## src/rtl/mem_arb_pkg.sv

```systemverilog
// mem_arb_pkg: shared encodings for the unified-memory port arbiter.
package mem_arb_pkg;
  localparam logic [0:0] LG_FETCH = 1'b0;
  localparam logic [0:0] LG_DATA = 1'b1;
  localparam logic [31:0] NOP_INSTR = 32'h00000013;
  function automatic logic misaligned(input logic half, input logic is_byte, input logic [1:0] a);
    return is_byte ? 1'b0 : half ? a[0] : |a;
  endfunction
endpackage

```

## src/rtl/mem_port_arbiter_load_extend.sv

```systemverilog
// load_extend: sign/zero extension of memory read data by access size.
module load_extend (
  input  logic [31:0] i_data,
  input  logic        i_half,
  input  logic        i_byte,
  input  logic        i_signed,
  output logic [31:0] o_data
);
  assign o_data = i_byte ? {{24{i_signed & i_data[7]}}, i_data[7:0]} :
                  i_half ? {{16{i_signed & i_data[15]}}, i_data[15:0]} : i_data;
endmodule

```

## src/rtl/mem_port_arbiter.sv

```systemverilog
// mem_port_arbiter: round-robin sharing of the single memory port between fetch and data.
module mem_port_arbiter
  import mem_arb_pkg::*;
#(
  parameter int ADDR_W = 8,
  parameter int CNT_W = 16
) (
  input  logic             clk,
  input  logic             rst_n,
  input  logic             if_req,
  input  logic [31:0]      if_addr,
  output logic             if_gnt,
  output logic             if_rvalid,
  output logic [31:0]      if_instr,
  input  logic             d_req,
  input  logic             d_we,
  input  logic             d_re,
  input  logic             d_half,
  input  logic             d_byte,
  input  logic             d_signed,
  input  logic [31:0]      d_addr,
  input  logic [31:0]      d_wdata,
  output logic             d_gnt,
  output logic             d_rvalid,
  output logic [31:0]      d_rdata,
  output logic             d_err,
  output logic [31:0]      mem_addr,
  output logic             mem_tick_tock,
  output logic             mem_write,
  output logic             mem_read,
  output logic             mem_half,
  output logic             mem_byte,
  output logic [31:0]      mem_wdata,
  input  logic [31:0]      mem_rdata,
  output logic [CNT_W-1:0] conflict_cnt
);
  logic [0:0]       r_last_gnt;
  logic             r_if_rvalid, r_d_rvalid, r_d_err;
  logic [31:0]      r_if_instr, r_d_rdata;
  logic [CNT_W-1:0] r_cnt;
  logic             w_if_gnt, w_d_gnt, w_d_ill, w_if_ill, w_d_ok;
  logic [31:0]      w_ext;
  // grants are gated by rst_n so nothing reaches memory while reset is held
  assign w_if_gnt = rst_n & if_req & (~d_req | (r_last_gnt == LG_DATA));
  assign w_d_gnt = rst_n & d_req & ~w_if_gnt;
  assign w_d_ill = (d_we & d_re) | ~(d_we | d_re) | (d_half & d_byte) |
                   misaligned(d_half, d_byte, d_addr[1:0]) | (|d_addr[31:ADDR_W]);
  assign w_if_ill = (|if_addr[1:0]) | (|if_addr[31:ADDR_W]);
  assign w_d_ok = w_d_gnt & ~w_d_ill;
  assign if_gnt = w_if_gnt;
  assign d_gnt = w_d_gnt;
  assign mem_tick_tock = ~w_if_gnt;
  assign mem_addr = w_if_gnt ? if_addr : w_d_gnt ? d_addr : '0;
  assign mem_write = w_d_ok & d_we;
  assign mem_read = w_d_ok & d_re;
  assign mem_half = w_d_gnt & d_half;
  assign mem_byte = w_d_gnt & d_byte;
  assign mem_wdata = w_d_gnt ? d_wdata : '0;
  load_extend u_ext (
    .i_data(mem_rdata),
    .i_half(d_half),
    .i_byte(d_byte),
    .i_signed(d_signed),
    .o_data(w_ext)
  );
  always_ff @(posedge clk or negedge rst_n) begin
    if (!rst_n) begin
      r_last_gnt <= LG_DATA;
      r_if_rvalid <= 1'b0;
      r_d_rvalid <= 1'b0;
      r_d_err <= 1'b0;
      r_if_instr <= '0;
      r_d_rdata <= '0;
      r_cnt <= '0;
    end else begin
      r_last_gnt <= w_if_gnt ? LG_FETCH : w_d_gnt ? LG_DATA : r_last_gnt;
      r_if_rvalid <= w_if_gnt;
      r_d_rvalid <= w_d_gnt;
      r_d_err <= w_d_gnt & w_d_ill;
      if (w_if_gnt) r_if_instr <= w_if_ill ? NOP_INSTR : mem_rdata;
      if (w_d_gnt) r_d_rdata <= (w_d_ill | d_we) ? '0 : w_ext;
      if (if_req & d_req & ~&r_cnt) r_cnt <= r_cnt + 1'b1;
    end
  end
  assign if_rvalid = r_if_rvalid;
  assign if_instr = r_if_instr;
  assign d_rvalid = r_d_rvalid;
  assign d_rdata = r_d_rdata;
  assign d_err = r_d_err;
  assign conflict_cnt = r_cnt;
endmodule

```

## config.mk

```make
export PLATFORM = sky130hd
export DESIGN_NAME = mem_port_arbiter
export DESIGN_NICKNAME = d
export VERILOG_FILES = /design/src/rtl/mem_arb_pkg.sv /design/src/rtl/mem_port_arbiter_load_extend.sv /design/src/rtl/mem_port_arbiter.sv
export SDC_FILE = /design/constraint.sdc
export NUM_CORES = 1
export LEC_CHECK = 0
export CAP_MARGIN = 15
export CORE_ASPECT_RATIO = 1.1
export CORE_MARGIN = 2
export CORE_UTILIZATION = 30
export CTS_CLUSTER_DIAMETER = 40
export DETAILED_ROUTE_END_ITERATION = 10
export GPL_TIMING_DRIVEN = 0
export PLACE_DENSITY_LB_ADDON = 0.25
export SYNTH_ARGS = -nofsm -noshare
export SYNTH_HDL_FRONTEND = slang
export SYNTH_SLANG_ARGS = --single-unit
```

## constraint.sdc

```tcl
create_clock -name clk -period 2.3 [get_ports clk]
set_input_delay 0.23 -clock clk [delete_from_list [all_inputs] [get_ports clk]]
set_output_delay 0.23 -clock clk [all_outputs]
set_load 0.02 [all_outputs]
```

==> flow_summary.json, run 1 <==
{
  "ant_nets": 0,
  "drc_errors": 0,
  "fin_crit_sh": 0.9712,
  "hold_viol_final": 0,
  "grt_max_degree": 31,
  "gr-total-overflow": 0,
  "clock_path_buffers": 2,
  "drt_first_iter_violations": 292,
  "grt_setup_unrepaired": "no",
  "synth.most_common_cell": "sky130_fd_sc_hd__nand2_1",
  "start_util": 0.3067,
  "finish.utilization": 0.5477,
  "required_time_reported_for_the_critical_path_endpoint_ns": 2.07,
  "ys_warn_count": 0,
  "dr.pass1.iters": 5,
  "kind_of_critical_path": "register to output port",
  "clock-sinks": 84,
  "setup_tns_after_final_layout_ns": 0,
  "finalMaxSlewViolations": 0,
  "num-nets-final": 926,
  "std_cell_rows": 46,
  "hpwl_mm": 14.94,
  "synth-async-reset-ratio": 1.000,
  "final_routed_wirelength_mm": 18.89,
  "hold_path.class": "input port to async pin",
  "timing.fmax_mhz": 447.7,
  "power_density_nw_per_um2": 522.3,
  "yosys.area.top_type_share": 0.4707,
  "critical_path_peak_fanout": 10,
  "total_power_w": 0.004116,
  "fp.coreArea_um2": 14390,
  "floorplan.die.height_um": 131.2,
  "run_status": "finished, final reports clean",
  "cts_root_buffer": "sky130_fd_sc_hd__clkbuf_16",
  "routabilityCongestion": 0.8667,
  "grt_usage": 0.2376,
  "finalSetupViolations": 0,
  "cap_violations": 0,
  "yosysTopAreaCell": "sky130_fd_sc_hd__dfrtp_1",
  "grt_first_pass_wirelength_mm": 28.80,
  "io_pins": 291,
  "layout-drive-gt1-share": 0.1629,
  "num-fill-cells": 1339,
  "fp.dieArea_um2": 15700,
  "detail_route.vias_per_cell": 5.065,
  "postSynthCellCount": 473,
  "post_route_insts_no_fill": 984,
  "numCtsBuffers": 9,
  "synth_fp_nets": 611,
  "port_buffers": 289,
  "ir_worst_vdd_v": 0.0003585,
  "number_of_flops_mapped_to_enable_cells_by_yosys": 0,
  "synth_area_leaders": "sky130_fd_sc_hd__dfrtp_1 (47%), sky130_fd_sc_hd__nand2_1 (8.5%), sky130_fd_sc_hd__a22o_1 (6.0%)",
  "synth.ff_latch_count": 84,
  "clk-insertion-delay-late_ns": 0.33,
  "synth.lib_cells_used.distinct": 47,
  "total_leakage_power_nw": 3.447,
  "setup.worst_path.start_class": "register",
  "arrival_time_at_the_worst_endpoint_ns": 2.00,
  "share_of_synthesized_area_occupied_by_flip_flops_and_latches": 0.4766,
  "synth_commonest_cells": "sky130_fd_sc_hd__nand2_1 (100), sky130_fd_sc_hd__dfrtp_1 (83), sky130_fd_sc_hd__o21ai_0 (42)",
  "area_delta_synth_final_pct": 78.57,
  "die_width_um": 119.6,
  "cts_max_level": 3,
  "tritoncts": "built",
  "postSynthAreaPerCell_um2": 9.330,
  "antenna_found_initial": 0,
  "route.detailed.wl_per_inst_um": 19.20,
  "vias": 4984,
  "clock_skew_ns": 0.005558,
  "slew_headroom": 0.5071,
  "setup_crit_end_kind": "output port",
  "ys.flop_type": "sky130_fd_sc_hd__dfrtp_1",
  "grt_pass1_vias": 5063,
  "final.min_clock_period_ns": 2.234,
  "dp_cells": 955,
  "cts.reportedPaths.clkPinSlew_ns": 0.06,
  "antennaDiodeCount": 0,
  "synth_area_um2": 4413,
  "max_slew.worst_pin.slew_ns": 0.7369
}
## where the power goes
part | internal [W] | switching (W)
Sequential | 0.00154 | 0.0000800
Clock | 0.000836 | 0.000563
Combinational | 0.000554 | 0.000545
Total | 0.00293 | 0.00119
## layout make-up
type                    count  area, µm²  area share
clock inverters             4      51.30    0.006510
flip-flops and latches     84       2103      0.2669
inverters                   4      16.27    0.002064
clock buffers              11      232.7     0.02953
plain buffers              33      222.7     0.02826
multi-input cells         352       2126      0.2698
well taps                 192      240.2     0.03049
repair buffers            304       2888      0.3665
## cell families after synthesis
group / count (synthesis) / share of synthesized area
AO/OA/AOI/OAI: 123 / 0.1937
XOR/XNOR: 11 / 0.02183
adder cells (fa/ha/maj): 1 / 0.002835
buffers and inverters: 37 / 0.04706
flip-flops: 84 / 0.4766
multiplexers: 4 / 0.01021
AND/OR/NAND/NOR: 213 / 0.2478
## metal layers
layer	GRT usage	wire length [µm]	up-vias
met4	0.07320	539	0
met2	0.4298	9768	246
met5	0	0	-
li1	-	-	2306
met1	0.2802	7367	2395
met3	0.04818	1214	37
## timing repair
action / 4_1_cts / 5_1_grt
buffers inserted: 6 / 0
hold buffers: 6 / 0
cloned: 2 / 0
resized for setup: 207 / 43
hold endpoints to repair: 26 / 0
pin swaps: 1 / 0
endpoints found under the setup margin: 71 / 38
## state kept, by name, indices dropped and copies added, names as in the netlist
name and count:
d_rdata 32, if_instr 32, r_last_gnt 1, d_err 1
if_rvalid 1, conflict_cnt 16, d_rvalid 1
## path summary, 6_finish.rpt
kind                       depth (start not counted)  slack (ns)            to         start
max reg2reg                                        7        0.59    d_rdata[3]    r_last_gnt
max in group asynchronous                          4        1.12    d_rdata[1]         rst_n
max                                                8        0.07  mem_addr[23]    r_last_gnt
min reg2reg                                        2        0.48  if_instr[28]  if_instr[28]
min in group clk                                   3        0.23    d_rdata[5]          d_re
min                                                3        0.04    r_last_gnt         rst_n
## cell usage in the layout, fill, tap and decap left out, types with 3 or more instances in the layout
cell	Yosys	routed
sky130_fd_sc_hd__dfrtp_1	83	83
sky130_fd_sc_hd__nor2_1	17	17
sky130_fd_sc_hd__dlygate4sd2_1	0	13
sky130_fd_sc_hd__nor4_2	2	3
sky130_fd_sc_hd__dlygate4sd3_1	0	3
sky130_fd_sc_hd__o21ai_0	42	42
sky130_fd_sc_hd__a22o_2	3	3
sky130_fd_sc_hd__nand2_1	100	99
sky130_fd_sc_hd__buf_12	0	3
sky130_fd_sc_hd__buf_6	3	7
sky130_fd_sc_hd__o31ai_2	8	8
sky130_fd_sc_hd__clkdlybuf4s15_1	0	10
sky130_fd_sc_hd__clkbuf_16	0	9
sky130_fd_sc_hd__clkbuf_4	0	4
sky130_fd_sc_hd__xnor2_1	6	6
sky130_fd_sc_hd__clkbuf_2	0	10
sky130_fd_sc_hd__xor2_1	5	5
sky130_fd_sc_hd__o22a_1	3	3
sky130_fd_sc_hd__o21ai_1	13	13
sky130_fd_sc_hd__a22o_1	30	30
sky130_fd_sc_hd__and2_1	36	36
sky130_fd_sc_hd__nand2b_1	4	4
sky130_fd_sc_hd__clkbuf_1	13	12
sky130_fd_sc_hd__nor4_1	10	8
sky130_fd_sc_hd__and4_1	5	5
sky130_fd_sc_hd__nand4_1	16	16
sky130_fd_sc_hd__buf_2	10	41
sky130_fd_sc_hd__a21oi_1	17	17
sky130_fd_sc_hd__mux2_2	4	4
sky130_fd_sc_hd__nand3_1	6	6
sky130_fd_sc_hd__and3_1	5	5
sky130_fd_sc_hd__clkdlybuf4s50_1	0	217
sky130_fd_sc_hd__buf_4	6	13
## worst max-delay path, stage by stage (launching register included)
cell and delay [ns]:
sky130_fd_sc_hd__dfstp_2 0.55, sky130_fd_sc_hd__and2_4 0.16, sky130_fd_sc_hd__or2_1 0.11, sky130_fd_sc_hd__buf_6 0.11
sky130_fd_sc_hd__inv_2 0.06, sky130_fd_sc_hd__buf_6 0.14, sky130_fd_sc_hd__buf_4 0.17, sky130_fd_sc_hd__a22o_1 0.20
sky130_fd_sc_hd__buf_2 0.18
## through the flow
step                      setup WS [ns]  area (µm²)  hold slack (ns)
after floorplan                  0.5745        4413         -0.06559
after global placement           -3.797        7546           0.4622
after detailed placement        -0.7916        7571           0.1771
after CTS                      -0.05074        7980          0.02084
after global routing           0.002080        7880          0.02459
final                           0.06628        7880          0.03834
Note: power is estimated with default switching activity, not from simulation.
==> run 2, diff against run 1 <==
ABC_CLOCK_PERIOD_IN_PS = 2300   (was not set)
CAP_MARGIN = 10   (was 15)
==> results of run 2 <==
Final layout, timing and power as in run 1 (identical DEF).
==> run 3, diff against run 2 <==
ABC_CLOCK_PERIOD_IN_PS = 2000   (was 2300)
clock period = 2 ns   (was 2.3 ns; I/O delays follow)
==> flow_summary.json, run 3 (synthesis results as in run 1) <==
{
  "run_status": "finished, violations left",
  "failed_checks": "setup timing",
  "vias": 4977,
  "grt_first_pass_wirelength_mm": 29.57,
  "max_slew.worst_pin.slew_ns": 0.7231,
  "num-fill-cells": 1280,
  "clock_path_buffers": 2,
  "final_routed_wirelength_mm": 19.27,
  "start_util": 0.3067,
  "required_time_reported_for_the_critical_path_endpoint_ns": 1.80,
  "crit_path_largest_cell_delay_ns": 0.54,
  "power_density_nw_per_um2": 588.4,
  "worst_r2r_endpoint": "d_rdata[3]",
  "gr-total-overflow": 0,
  "setup_tns_after_final_layout_ns": -1.852,
  "finalMaxSlewViolations": 0,
  "holdPathStages": 3,
  "grt_usage": 0.2440,
  "cts_max_level": 3,
  "final.min_clock_period_ns": 2.096,
  "hold-path-endpoint": "d_rdata[5]",
  "chain_of_cells_forming_the_critical_path": "and2_4 -> or2_1 -> buf_6 -> inv_8 -> buf_12 -> buf_8 -> a22o_4 -> buf_6",
  "setup_crit_end_kind": "output port",
  "routabilityCongestion": 0.8667,
  "grt_pass1_vias": 5215,
  "antennaDiodeCount": 0,
  "ir_worst_vdd_v": 0.0004150,
  "fp.coreArea_um2": 14390,
  "startpoint_of_the_worst_slack_reg_to_reg_timing_path": "r_last_gnt",
  "clk-insertion-delay-late_ns": 0.33,
  "io_pins": 291,
  "setup.worst_path.start_class": "register",
  "tritoncts": "built",
  "mostFrequentLayoutCell": "sky130_fd_sc_hd__clkdlybuf4s50_1",
  "die_width_um": 119.6,
  "clock_skew_ns": 0.005348,
  "post_route_insts_no_fill": 994,
  "critical_path_peak_fanout": 5,
  "detail_route.vias_per_cell": 5.007,
  "drc_errors": 0,
  "floorplan.die.height_um": 131.2,
  "hold_path.class": "input port to register",
  "cts_root_buffer": "sky130_fd_sc_hd__clkbuf_16",
  "pre_cts_ws_ns": -1.032,
  "finalSetupViolations": 30,
  "dp_cells": 955,
  "final.setup.worst_slack_ns": -0.09615,
  "kind_of_critical_path": "register to output port",
  "timing.fmax_mhz": 477.1,
  "mostFrequentLayoutCells": "sky130_fd_sc_hd__clkdlybuf4s50_1 (214), sky130_fd_sc_hd__nand2_1 (99), sky130_fd_sc_hd__dfrtp_1 (83), sky130_fd_sc_hd__buf_6 (56), sky130_fd_sc_hd__o21ai_0 (42)",
  "num-nets-final": 936,
  "layout-drive-gt1-share": 0.2257,
  "total_leakage_power_nw": 3.588,
  "route.detailed.wl_per_inst_um": 19.39,
  "std_cell_rows": 46,
  "dr.pass1.iters": 4,
  "fp.dieArea_um2": 15700,
  "crit_slowest_cell": "sky130_fd_sc_hd__dfstp_2",
  "cap_violations": 0,
  "slew_headroom": 0.5163,
  "arrival_time_at_the_worst_endpoint_ns": 1.90,
  "worst_r2r_path_depth": 8,
  "holdCritStartpoint": "d_re",
  "hpwl_mm": 14.94,
  "antenna_found_initial": 0,
  "finish.utilization": 0.5772,
  "clock-sinks": 84,
  "port_buffers": 289,
  "numCtsBuffers": 9,
  "fin_crit_sh": 1.048,
  "cts.reportedPaths.clkPinSlew_ns": 0.06,
  "fin_hold_ws_ns": 0.1983,
  "drt_first_iter_violations": 315,
  "hold_viol_final": 0,
  "grt_setup_unrepaired": "yes",
  "most_common_cell_type_on_the_critical_path": "sky130_fd_sc_hd__buf_6",
  "ant_nets": 0,
  "ff2ff_setup_slack_ns": 0.21,
  "area_delta_synth_final_pct": 88.21,
  "grt_max_degree": 31
}
[run 3: cell types whose count changed in the layout (fill, tap and decap cells not counted), moves of 2 or more]
cell	delta
sky130_fd_sc_hd__clkdlybuf4s50_1	-3
sky130_fd_sc_hd__clkbuf_1	-3
sky130_fd_sc_hd__buf_2	-25
sky130_fd_sc_hd__buf_4	+14
sky130_fd_sc_hd__clkbuf_4	-2
sky130_fd_sc_hd__and2_1	-14
sky130_fd_sc_hd__buf_6	+49
sky130_fd_sc_hd__clkdlybuf4s15_1	-10
sky130_fd_sc_hd__and2_4	+14
sky130_fd_sc_hd__dlygate4sd2_1	-11
sky130_fd_sc_hd__clkbuf_2	-6
sky130_fd_sc_hd__buf_8	+3
[run 3: what timing repair did]
| action | 4_1_cts | 5_1_grt |
|---|---|---|
| cloned | 7 | 0 |
| gates resized for setup | 442 | 28 |
| endpoints found under the hold margin | 38 | 0 |
| hold buffers | 7 | 0 |
| pin swaps | 19 | 2 |
| setup buffers | 12 | 0 |
| endpoints found under the setup margin | 71 | 80 |
[run 3: final cells by class]
type                    count  area (µm²)  share of cell area
plain buffers              31       260.3             0.03133
clock buffers              11       232.7             0.02802
clock inverters             4       51.30            0.006177
inverters                   4       27.53            0.003314
multi-input cells         352        2177              0.2621
flip-flops and latches     84        2103              0.2532
well taps                 192       240.2             0.02892
repair buffers            316        3213              0.3869
[run 3: per-stage QoR]
step                instance area (µm²)  total power [W]
finish                             8305         0.004887
detailed placement                 7571         0.003160
global placement                   7546         0.003134
global route                       8305         0.005107
CTS                                8247         0.004927
floorplan                          4413         0.002390
[run 3: worst max-delay path, delay by kind of cell, from the launching register on]
family | cells | cell delay [ns]
buffers and inverters | 5 | 0.55
AND/OR/NAND/NOR | 2 | 0.24
AO/OA/AOI/OAI | 1 | 0.21
flip-flops | 1 | 0.54
[run 3: power breakdown]
group | internal [W] | switching [W] | total (W)
Sequential | 0.00177 | 0.0000919 | 0.00186
Clock | 0.000961 | 0.000653 | 0.00161
Combinational | 0.000751 | 0.000662 | 0.00141
Total | 0.00348 | 0.00141 | 0.00489
[run 3: worst max-delay path by stage]
stage                        end  cells after the start  slack (ns)       start
finish              mem_addr[24]                      8        -0.1  r_last_gnt
global route        mem_addr[24]                      8       -0.16  r_last_gnt
CTS                 mem_addr[24]                      8       -0.11  r_last_gnt
detailed placement  mem_addr[30]                     10       -1.03       rst_n
global placement    mem_addr[24]                      9       -4.04       rst_n
floorplan           mem_addr[24]                      7        0.30  r_last_gnt
[run 3: routing by layer]
metal  vias to the layer above  track usage  wire [µm]
met1                      2389       0.2786       7375
met5                         -            0          0
li1                       2328            -          -
met3                        36      0.05903       1281
met2                       224       0.4381       9963
met4                         0      0.08954        650
==> RTL change 1 (config.mk and constraints of run 1) <==
Register the output `d_err` once more; this adds one clock of latency there. The other outputs are not delayed to match.
--- a/src/rtl/mem_port_arbiter.sv
+++ b/src/rtl/mem_port_arbiter.sv
@@ -86,7 +86,9 @@
   assign if_instr = r_if_instr;
   assign d_rvalid = r_d_rvalid;
   assign d_rdata = r_d_rdata;
-  assign d_err = r_d_err;
+  always_ff @(posedge clk) begin
+    d_err <= r_d_err;
+  end
   assign conflict_cnt = r_cnt;
 endmodule
 
Function: changed (Yosys sat finds a counterexample within 4 cycles, from zero or initial values and one cycle with rst_n low).
==> RTL change 1 against run 1 <==
Non-clock buffer count down 6; combinational power fell by 4%; sequential cell count rose by 1; wire length decreased by 5.2%; design area down 0.71%; critical path depth is the same; setup slack improved by 0.0055 ns; clock power up 15%; die area is 0.44% higher; sequential share of layout area increased by 0.45 points; power rose by 4.7%; core utilization down 0.61 points; synthesized area rose by 0.45%; synthesized cell count up 0.21%; highest routed layer unchanged.
==> RTL change 1: results (changes against run 1) <==
## Power
- 3.394 nW — leakage component of the power, was 3.447 nW
- 0.3612 mV — VDD IR max, was 0.3585 mV
- 0.003097 W — Internal Dissipation, was 0.002927 W

## Yosys
- 0.2822% — synthesized-area fraction occupied by adder cells, was 0.2835%
- 612 — post-synthesis net count, was 611
- 9.352 µm² — per-instance average area after synthesis, was 9.330 µm²
- 1.016% — mux share of post-synthesis cell area, was 1.021%
- 98.82% — fraction of registers with async set/reset, was 100.0%
- 2.173% — XOR/XNOR Fraction of Synth Area, was 2.183%
- 47.90% — sequential-to-total area share from yosys stat, was 47.66%
- 48 — number of distinct standard cells referenced by the synthesized netlist, was 47
- dfrtp_1 (47%), nand2_1 (8.5%), a22o_1 (5.9%) — top area cells in the synthesized netlist, was dfrtp_1 (47%), nand2_1 (8.5%), a22o_1 (6.0%)
- 19.28% — complex-gate fraction of the synthesized area, was 19.36%

## Worst setup path
- 2.00 ns — data arrival at the endpoint of the critical path, about the same
- dfstp_2 — Critical Path Slowest Stage Cell, unchanged
- 0.55 ns — biggest cell delay along the critical path, about the same

## Layout
- 352 — Multi-In Gates, unchanged
- 76.49% — synthesis-to-layout area growth, was 78.57%
- 4 — non-clock inverter total of the final layout, unchanged
- 7824 µm² — post-route cell area, was 7880 µm²
- 38.01% — proportion of final cell area spent on non-clock buffers, was 39.47%
- 921 — Net count, final, was 926
- 0 — antenna diode count, unchanged
- 331 — Signal buffers, was 337
- 1,323 — Filler cells, was 1,339
- 27.28% — share of the final layout cell area in multi-input gates, was 26.98%
- 4.286% — Clock buffers and inverters, area share, was 3.604%
- 2123 µm² — FF/Latch Area, was 2103 µm²
- 17.01% — fraction of layout cells with a size suffix above 1, was 16.29%
- 11 — clock buffer count, unchanged

## Global routing
- 50 — maximum number of pins on one net before global-route repair, was 31
- 0 — antenna violations before repair, unchanged
- 27,760 µm — wire length of the first global-routing pass, was 28,800 µm
- 22.60% — Total Routing Usage GR, was 23.76%
- 4,911 — via count of the first global-routing pass, was 5,063

## Min path
- in2reg — worst min-delay path class, was in2async

## Drt
- 299 — number of violations reported at the end of detailed-routing iteration 0, was 292
- 18.27 µm — Wirelength per Cell, was 19.20 µm
- 4,807 — overall via count from detail_route, was 4,984
- 4.905 — via/cell ratio, was 5.065
- 4 — drt pass-1 iters, was 5

## Clock tree
- 9 — cts bufs inserted, unchanged
- clkbuf_16 — clk root buf, unchanged
- 0.06 ns — clock-pin slew on the worst setup and hold paths, about the same
- 85 — CTS Sinks, was 84

## Placed design
- 956 — number of placed instances with taps included, was 955
- 289 — Port-buffer cells, unchanged
- 14,380 µm — Detailed Place HPWL, was 14,940 µm
- 7591 µm² — instance area after placement, was 7571 µm²
- -0.6112 ns — worst setup timing slack at the placement stage, was -0.7916 ns
- 0.8506 — routability cong., was 0.8667

## STA
- 0.004565 ns — clock tree skew after final layout, was 0.005558 ns
- 0.4917 ns — slew at the pin closest to its max-slew limit, was 0.7369 ns

## Status
- finished clean — result of the run, unchanged

## RTL change 1: kinds of logic (layout without fill, tap and decap cells)
family,count (synthesis),in the layout
compound gates,123,123
xor+xnor,11,11
fa+ha+maj,1,1
buf+inv,37,351
flops,85,85
mux,4,4
simple gates,213,213
## RTL change 1: layer usage
metal	wire length (µm)	GRT usage [%]	up-vias	share of wire (%)
met2	9442	41.60	205	53
met1	6855	25.66	2285	38
met4	367	6.340	0	2.1
li1	-	-	2295	-
met3	1235	5.425	22	6.9
met5	0	0	-	0
## RTL change 1: critical path: cells and delay by family (launching register included)
family | cells | cell delay, ns
buffers and inverters | 5 | 0.61
DFF | 1 | 0.55
AOI/OAI and AO/OA | 1 | 0.21
and+or+nand+nor | 2 | 0.28
## RTL change 1: power groups by stage
stage | Combinational, W | Sequential [W] | Clock, W
after global routing | 0.00114 | 0.00165 | 0.00170
after CTS | 0.00106 | 0.00163 | 0.00164
after floorplan | 0.000388 | 0.00171 | 0
after global placement | 0.00108 | 0.00166 | 0
final | 0.00106 | 0.00163 | 0.00161
after detailed placement | 0.00110 | 0.00166 | 0
## RTL change 1: timing repair
| item | in CTS | in global routing |
|---|---|---|
| hold endpoints to repair | 34 | 0 |
| hold buffers | 2 | 0 |
| pin swaps | 2 | 2 |
| resized for setup | 228 | 38 |
| setup buffers | 3 | 3 |
| setup endpoints to repair | 71 | 46 |
## RTL change 1: final timing paths
check	endpoint	slack (ns)	from
min in group asynchronous	r_last_gnt	0.70	rst_n
worst max-delay path	mem_addr[24]	0.07	r_last_gnt
max in group asynchronous	d_rdata[30]	1.32	rst_n
worst min-delay path	r_last_gnt	0.21	rst_n
worst max register to register	d_rdata[24]	0.54	r_last_gnt
worst min register to register	d_err	0.34	r_d_err
==> RTL change 2 (flow settings as in run 1) <==
Without the edit above. The parameter `CNT_W` goes from 16 to 14.
--- a/src/rtl/mem_port_arbiter.sv
+++ b/src/rtl/mem_port_arbiter.sv
@@ -3,7 +3,7 @@
   import mem_arb_pkg::*;
 #(
   parameter int ADDR_W = 8,
-  parameter int CNT_W = 16
+  parameter int CNT_W = 14
 ) (
   input  logic             clk,
   input  logic             rst_n,
Ports: changed (resized conflict_cnt); port bits go from 291 to 289. No check against the original RTL was run, so the function may have changed too.
==> RTL change 2 against run 1 <==
Sequential cell count down 2; setup slack gained 0.0085 ns; highest routed layer unchanged; clock power grew 15%; wire length is 5.3% lower; largest cell class unchanged; power grew 5.2%; count of clock-buffer cells in the layout did not move; cell count is 1.4% lower; worst hold slack better by 0.14 ns; design area shrank 1.0%; clock skew decreased by 0.0021 ns; synthesized area down 3.8%.
==> RTL change 2: results (changes against run 1) <==
## Placed design
- 287 — Port-buffer cells, was 289
- 14,230 µm — Detailed Place HPWL, was 14,940 µm
- 7377 µm² — instance area after placement, was 7571 µm²

## Yosys
- 0.7665% — mux share of post-synthesis cell area, was 1.021%
- 39 — number of distinct standard cells referenced by the synthesized netlist, was 47
- dfrtp_1 (48%), nand2_1 (8.8%), a22o_1 (6.8%) — top area cells in the synthesized netlist, was dfrtp_1 (47%), nand2_1 (8.5%), a22o_1 (6.0%)
- nand2_1 (100), dfrtp_1 (81), o21ai_1 (53) — Post-synth top cells, was nand2_1 (100), dfrtp_1 (83), o21ai_0 (42)
- 19.81% — complex-gate fraction of the synthesized area, was 19.36%
- 48.38% — sequential-to-total area share from yosys stat, was 47.66%
- 0.2948% — synthesized-area fraction occupied by adder cells, was 0.2835%
- 603 — post-synthesis net count, was 611
- 100.0% — fraction of registers with async set/reset, unchanged
- 2.270% — XOR/XNOR Fraction of Synth Area, was 2.183%

## Drt
- 378 — number of violations reported at the end of detailed-routing iteration 0, was 292
- 4,728 — overall via count from detail_route, was 4,984
- 4 — drt pass-1 iters, was 5
- 17,890 µm — overall routed net length, was 18,890 µm

## Layout
- 15.98% — fraction of layout cells with a size suffix above 1, was 16.29%
- 915 — Net count, final, was 926
- 2049 µm² — total area of multi-input combinational cells, was 2126 µm²
- 1,284 — Filler cells, was 1,339

## Worst setup path
- 0.46 ns — biggest cell delay along the critical path, was 0.55 ns
- conflict_cnt[12] — Reg2Reg Capture Point, was d_rdata[3]
- buffers and inverters — top cell family by delay on the critical path, unchanged
- conflict_cnt[0] — worst reg2reg startpoint, was r_last_gnt
- 0.44 ns — register-to-register path setup slack, was 0.59 ns
- clkdlybuf4s50_1 — Critical Path Slowest Stage Cell, was dfstp_2
- 5 — depth of the worst register-to-register path, was 7

## Clock tree
- 0.34 ns — clock latency on the worst-skew pair
- clkbuf_16 — clk root buf, unchanged

## STA
- 58.53% — worst relative slew slack, was 50.71%
- 0.003462 ns — clock tree skew after final layout, was 0.005558 ns

## Power
- 3.386 nW — leakage component of the power, was 3.447 nW
- 0.3640 mV — VDD IR max, was 0.3585 mV

## Global routing
- 4,753 — via count of the first global-routing pass, was 5,063
- 23.32% — Total Routing Usage GR, was 23.76%
- 26,970 µm — wire length of the first global-routing pass, was 28,800 µm

## Min path
- in2reg — worst min-delay path class, was in2async
- 3 — number of cells on the worst hold path

## Status
- finished clean — result of the run, unchanged

-- RTL change 2: cell count changes after synthesis, moves of 4 or more --
cell / run 1 / this run
mux2_2: 4 / 0
o21ai_1: 13 / 53
o21ai_0: 42 / 0
and2_1: 36 / 32
a21oi_1: 17 / 26
buf_4: 6 / 1
nor2_1: 17 / 9
-- RTL change 2: where the power goes --
group	total [W]	switching [W]	internal, W
Combinational	0.00113	0.000564	0.000566
Sequential	0.00159	0.0000800	0.00151
Clock	0.00161	0.000594	0.00102
Total	0.00433	0.00124	0.00309
-- RTL change 2: worst max path at each step --
stage	from	to	slack, ns	depth (start not counted)
5_1_grt	r_last_gnt	mem_wdata[10]	0.0007	8
3_3_place_gp	rst_n	mem_addr[20]	-3.67	9
6_report	if_req	mem_addr[31]	0.07	8
3_5_place_dp	rst_n	mem_addr[24]	-0.82	10
2_1_floorplan	conflict_cnt[0]	conflict_cnt[12]	0.46	5
4_1_cts	r_last_gnt	mem_addr[24]	-0.03	7
-- RTL change 2: logic make-up after synthesis --
logic type | after synthesis
and+or+nand+nor | 202
AOI/OAI and AO/OA | 126
DFF | 82
buffers and inverters | 40
xor gates and xnor gates | 11
muxes | 3
adders and majority gates | 1
-- RTL change 2: final cells by class --
type | count | share of cell area [%]
Buffer | 33 | 2.887
Multi-Input combinational cell | 343 | 26.27
Clock buffer | 11 | 3.240
Inverter | 7 | 0.3368
Tap cell | 188 | 3.015
Clock inverter | 5 | 1.091
Sequential cell | 82 | 26.32
Timing Repair Buffer | 301 | 36.84
-- RTL change 2: metal layers --
layer	track usage (%)	wire, µm	vias to the layer above
met5	0	0	-
met4	8.859	425	0
met3	5.408	1156	25
met2	42.83	9417	186
met1	26.54	6886	2228
li1	-	-	2289
-- RTL change 2: repair_timing --
action	in CTS	in global routing
gates cloned	2	0
pin swaps	1	2
hold endpoints to repair	36	0
endpoints found under the setup margin	71	50
hold buffers	7	0
resized for setup	219	54
setup buffers	2	2
-- RTL change 2: metrics by stage --
stage | cells | power, W | setup slack [ns] | hold WS [ns]
floorplan | 465 | 0.002074 | 0.4629 | -0.06559
global placement | 940 | 0.002727 | -3.672 | 0.4671
detailed placement | 941 | 0.002749 | -0.8218 | 0.1702
CTS | 968 | 0.004393 | -0.03365 | 0.1615
global route | 970 | 0.004521 | 0.0007006 | 0.1801
finish | 970 | 0.004330 | 0.07476 | 0.1754
-- RTL change 2: worst min-delay path, cell delays in order --
cell and delay (ns):
buf_6 0.12, nand4_1 0.07, o21ai_1 0.05
